--- config.mk ---
export PLATFORM = sky130hd
export DESIGN_NAME = light_sequencer
export DESIGN_NICKNAME = d
export VERILOG_FILES = /design/src/rtl/traffic_pkg.sv /design/src/rtl/ped_latch.sv /design/src/rtl/light_sequencer.sv
export SDC_FILE = /design/constraint.sdc
export NUM_CORES = 1
export LEC_CHECK = 0
export CAP_MARGIN = 30
export CORE_MARGIN = 3
export CORE_UTILIZATION = 41
export DETAILED_ROUTE_END_ITERATION = 16
export PLACE_DENSITY = 0.78
export SYNTH_ARGS = -nofsm -noshare
export SYNTH_HDL_FRONTEND = slang
export SYNTH_SLANG_ARGS = --single-unit
--- constraint.sdc ---
create_clock -name clk -period 1.3 [get_ports clk]
set_clock_uncertainty 0.05 [all_clocks]
set_input_delay 0.195 -clock clk [delete_from_list [all_inputs] [get_ports clk]]
set_output_delay 0.195 -clock clk [all_outputs]
set_load 0.02 [all_outputs]
--- src/rtl/traffic_pkg.sv ---
// Shared types and constants for the traffic light sequencer slice.
//   phase_t        : signal-head phase encoding
//   LAMP_R/Y/G     : one-hot {R,Y,G} lamp codes
//   CNT_W_DEFAULT  : default cycle-counter width
package traffic_pkg;

  localparam int unsigned CNT_W_DEFAULT = 6;

  localparam logic [2:0] LAMP_R = 3'b100;
  localparam logic [2:0] LAMP_Y = 3'b010;
  localparam logic [2:0] LAMP_G = 3'b001;

  typedef enum logic [2:0] {
    MAIN_GREEN,
    MAIN_YELLOW,
    ALL_RED1,
    SIDE_GREEN,
    SIDE_YELLOW,
    ALL_RED2,
    WALK
  } phase_t;

endpackage

--- src/rtl/ped_latch.sv ---
// Pedestrian request latch.
//   clk, reset : clock, asynchronous active-low reset
//   ped_req    : pedestrian button (level or pulse)
//   restart    : cycle-restart strobe from the sequencer
//   ped        : pedestrian phase included in the current cycle
// A request arriving on the restart edge is captured straight into ped and
// does not leave pending set, so it is not served twice.
module ped_latch (
  input  logic clk,
  input  logic reset,
  input  logic ped_req,
  input  logic restart,
  output logic ped
);

  logic pending;

  always_ff @(posedge clk or negedge reset) begin
    if (!reset) begin
      pending <= 1'b0;
      ped     <= 1'b0;
    end else if (restart) begin
      ped     <= pending | ped_req;
      pending <= 1'b0;
    end else if (ped_req) begin
      pending <= 1'b1;
    end
  end

endmodule

--- src/rtl/light_sequencer.sv ---
// Phase sequencer: steps the main/side signal heads through one cycle,
// owns the cycle counter and the latched PED flag.
//   clk, reset  : clock, asynchronous active-low reset
//   tick        : one-clk advance strobe; nothing moves without it
//   enable      : phase-advance request from the enable generator
//   ped_req     : pedestrian button
//   counter     : cycle position (cleared on entry to MAIN_GREEN)
//   PED         : pedestrian phase included in this cycle
//   main_light  : one-hot {R,Y,G}
//   side_light  : one-hot {R,Y,G}
//   walk        : walk lamp
//   fault       : sticky watchdog flag
module light_sequencer
  import traffic_pkg::*;
#(
  parameter int unsigned CNT_W = CNT_W_DEFAULT
) (
  input  logic             clk,
  input  logic             reset,
  input  logic             tick,
  input  logic             enable,
  input  logic             ped_req,
  output logic [CNT_W-1:0] counter,
  output logic             PED,
  output logic [2:0]       main_light,
  output logic [2:0]       side_light,
  output logic             walk,
  output logic             fault
);

  phase_t           phase, phase_nxt;
  logic [CNT_W-1:0] cnt_nxt;
  logic             fault_nxt;
  logic             restart;

  always_ff @(posedge clk or negedge reset) begin
    if (!reset) begin
      phase   <= MAIN_GREEN;
      counter <= '0;
      fault   <= 1'b0;
    end else begin
      phase   <= phase_nxt;
      counter <= cnt_nxt;
      fault   <= fault_nxt;
    end
  end

  // A normal advance at all-ones beats the watchdog; the counter then simply
  // wraps through the increment.
  always_comb begin
    phase_nxt = phase;
    cnt_nxt   = counter;
    fault_nxt = fault;
    restart   = 1'b0;
    if (tick) begin
      if (enable) begin
        unique case (phase)
          MAIN_GREEN:  phase_nxt = MAIN_YELLOW;
          MAIN_YELLOW: phase_nxt = ALL_RED1;
          ALL_RED1:    phase_nxt = SIDE_GREEN;
          SIDE_GREEN:  phase_nxt = SIDE_YELLOW;
          SIDE_YELLOW: phase_nxt = ALL_RED2;
          ALL_RED2:    phase_nxt = PED ? WALK : MAIN_GREEN;
          WALK:        phase_nxt = MAIN_GREEN;
          default:     phase_nxt = MAIN_GREEN;
        endcase
        if (phase_nxt == MAIN_GREEN) begin
          cnt_nxt = '0;
          restart = 1'b1;
        end else begin
          cnt_nxt = counter + 1'b1;
        end
      end else if (&counter) begin
        phase_nxt = MAIN_GREEN;
        cnt_nxt   = '0;
        fault_nxt = 1'b1;
        restart   = 1'b1;
      end else begin
        cnt_nxt = counter + 1'b1;
      end
    end
  end

  always_comb begin
    main_light = LAMP_R;
    side_light = LAMP_R;
    walk       = 1'b0;
    unique case (phase)
      MAIN_GREEN:  main_light = LAMP_G;
      MAIN_YELLOW: main_light = LAMP_Y;
      SIDE_GREEN:  side_light = LAMP_G;
      SIDE_YELLOW: side_light = LAMP_Y;
      WALK:        walk       = 1'b1;
      default:     ;
    endcase
  end

  ped_latch u_ped (
    .clk     (clk),
    .reset   (reset),
    .ped_req (ped_req),
    .restart (restart),
    .ped     (PED)
  );

endmodule
==> qor.yml, run 1 <==
outcome: "finished, violations left"
violations: "negative setup slack"
grt_pass1_vias: 737
rsz0062_at_grt: "yes"
root_buffer: "clkbuf_4"
first_pass_iters: 4
area_growth_pct: 79.0
critPathLaunch: "phase[1]"
die-area_mm2: 0.00223
max_freq_mhz: 683
top_layer: "met4"
period_minus_slack_ps: 1460
cts.path.max_buffers: 2
fp.dieH_um: 47.2
cts_inserted_buffers: 3
clock_sinks: 12
synth_edf_count: 0
dp.cells: 130
hp-class: "in2async"
post_dp_cell_area_mm2: 0.00109
ant_nets: 0
wl_um: 1920
cp_slowest_stage_delay_ps: 400
cts_hold_buffers: 0
syn_nets: 81
numPortBuffers: 19
wl_per_cell_um: 13.5
route.detailed.drc: 0
end_kind: "output pin"
synthTopCellsByArea: "dfrtp_1 43%, nand2_1 5.4%, o21ai_0 4.3%, nor2_1 3.8%, o211ai_4 3.1%"
viasPerCell: 5.38
arrival_ps: 1220
num_vias: 764
hold_viol_final: 0
rows: 14
clk-insertion-delay-late_ps: 270
gp_congestion: 0.777
required_ps: 1050
instances_no_fill: 142
critPathLaunchType: "flop"
rr_startpoint: "phase[0]"
grt_util_all_layers_pct: 20.1
drt_iter0_drc: 8
n_fill_cell: 108
tightest_slew_ps: 264
yosys.cell_types.count: 34
synth_top_area_share_pct: 43.2
maxCapViolations: 0
met3WireLength_um: 77
drive_gt1_share_pct: 57.1
fin_area_mm2: 0.00124
p_per_area_mw_per_mm2: 2430
antenna_cells: 0
syn_inst: 75
wl_met1_um: 788
period_share_pct: 113
cp_slowest_cell: "dfrtp_1"
ys_ff_latch: 12
worst_slack_ps: -164
yosys_warnings: 0
crit_type: "reg2out"
ys.flop_type: "dfrtp_1"
post_synth.cell_area_avg_um2: 9.28
core_mm2: 0.00156
syn_area_um2: 696
irDropWorstVdd_uv: 1530
slew_headroom_pct: 82.4
drv_slew: 0
cts-htree-levels: 1
antenna_found_initial: 0
setup_viol: 11
clk_pin_slew_worst_paths_ps: 70
layout.nets: 133
critPathMaxFanout: 8
pin_count: 20
pre_cts_ws_ps: -376
leakagePower_nw: 0.587
die_w_um: 47.2
wl_met2_um: 1040
cts_tree: "done"
grt_remaining_overflow: 0
grt_max_degree: 13
synthArstFlopShare_pct: 100
grt_pass1_wl_um: 3190
initial_utilization_pct: 44.6
dp_hpwl_um: 1380
yosysSeqAreaShare_pct: 43.2
cp_cell_sequence: "buf_6 > nor3b_4 > nor2_1 > buf_4"
hold_slack_ps: 175
synth_area_leader_cell: "dfrtp_1"
## layout by cell type (no fill, tap or decap), types with 2 or more instances in the layout
master	count
nand2_1	9
inv_1	3
dfrtp_1	8
clkbuf_2	4
o21ai_1	3
clkdlybuf4s50_1	3
buf_4	26
dfrtp_2	4
buf_6	13
nor2_4	3
clkbuf_4	3
nor2_1	3
nor3_1	2
nand3_1	4
## critical path: cells and delay by family, from the launching register on
kind	cells	cell delay, ps
simple gates	2	240
flops	1	400
buf+inv	2	300
## metal layers
layer / vias to the layer above / GRT usage, %
met5: - / 0
met4: 0 / 8.29
met3: 2 / 3.45
met2: 19 / 35.2
met1: 371 / 24.2
li1: 372 / -
## stage by stage
stage	total power [mW]	setup TNS (ps)	util, %
4_1_cts	2.84	-1420	76.4
3_5_place_dp	2.40	-5180	70.0
2_1_floorplan	1.61	-317	-
6_report	3.02	-950	79.9
5_1_grt	3.23	-1700	79.9
3_3_place_gp	2.35	-4710	70.0
## where the power goes
part	switching, mW	total (mW)	internal, mW
registers	0.157	0.701	0.544
logic	0.969	2.02	1.06
clock network	0.125	0.295	0.170
total	1.25	3.02	1.77
## final timing paths
kind / end / slack [ps] / cells after the start
worst min-delay path: counter[2] / 170 / 2
worst min register to register: fault / 440 / 1
worst max register to register: u_ped.ped / -140 / 5
worst max-delay path: side_light[2] / -160 / 4
min in group clk: counter[2] / 370 / 3
max in group asynchronous: u_ped.ped / 860 / 2
## area by class of cell
| cell class | count | area [um^2] | area share (%) |
|---|---|---|---|
| clock buffer | 4 | 36.3 | 2.91 |
| inverter | 4 | 15.0 | 1.21 |
| multi-input combinational | 56 | 434 | 34.9 |
| sequential | 12 | 305 | 24.5 |
| tap | 16 | 20.0 | 1.61 |
| timing repair buffer | 50 | 434 | 34.9 |
## registers in the layout, summed over array words and instances, names as in the netlist
signal	flops
counter	6
phase	3
fault	1
u_ped.ped	1
u_ped.pending	1
## cell families after synthesis
family | synth area share, %
buf+inv | 5.57
flops | 43.2
compound gates | 19.8
simple gates | 24.8
fa+ha+maj | 1.80
mux | 3.60
xor+xnor | 1.26
## synthesized netlist by cell type (2+ instances only)
cell and number:
nor3_1 2, dfrtp_1 12, or2_2 2, inv_1 4
nand2_1 10, o21ai_0 6, and3_1 2, a21oi_1 2
nor2_1 7, nand3_1 4
## repair_timing
action / CTS / global route
pin swaps: 8 / 6
resized for setup: 69 / 22
buffers inserted: 5 / 5
endpoints found under the hold margin: 0 / 0
setup endpoints to repair: 25 / 24
Power figures use the tool's default switching activity.
==> run 2, diff against run 1 <==
--- a/config.mk
+++ b/config.mk
@@ -5,7 +5,7 @@
 export SDC_FILE = /design/constraint.sdc
 export NUM_CORES = 1
 export LEC_CHECK = 0
-export CAP_MARGIN = 30
+export CAP_MARGIN = 0
 export CORE_MARGIN = 3
 export CORE_UTILIZATION = 41
 export DETAILED_ROUTE_END_ITERATION = 16
==> results of run 2 <==
No change in the layout: final DEF, timing and power equal those of run 1.
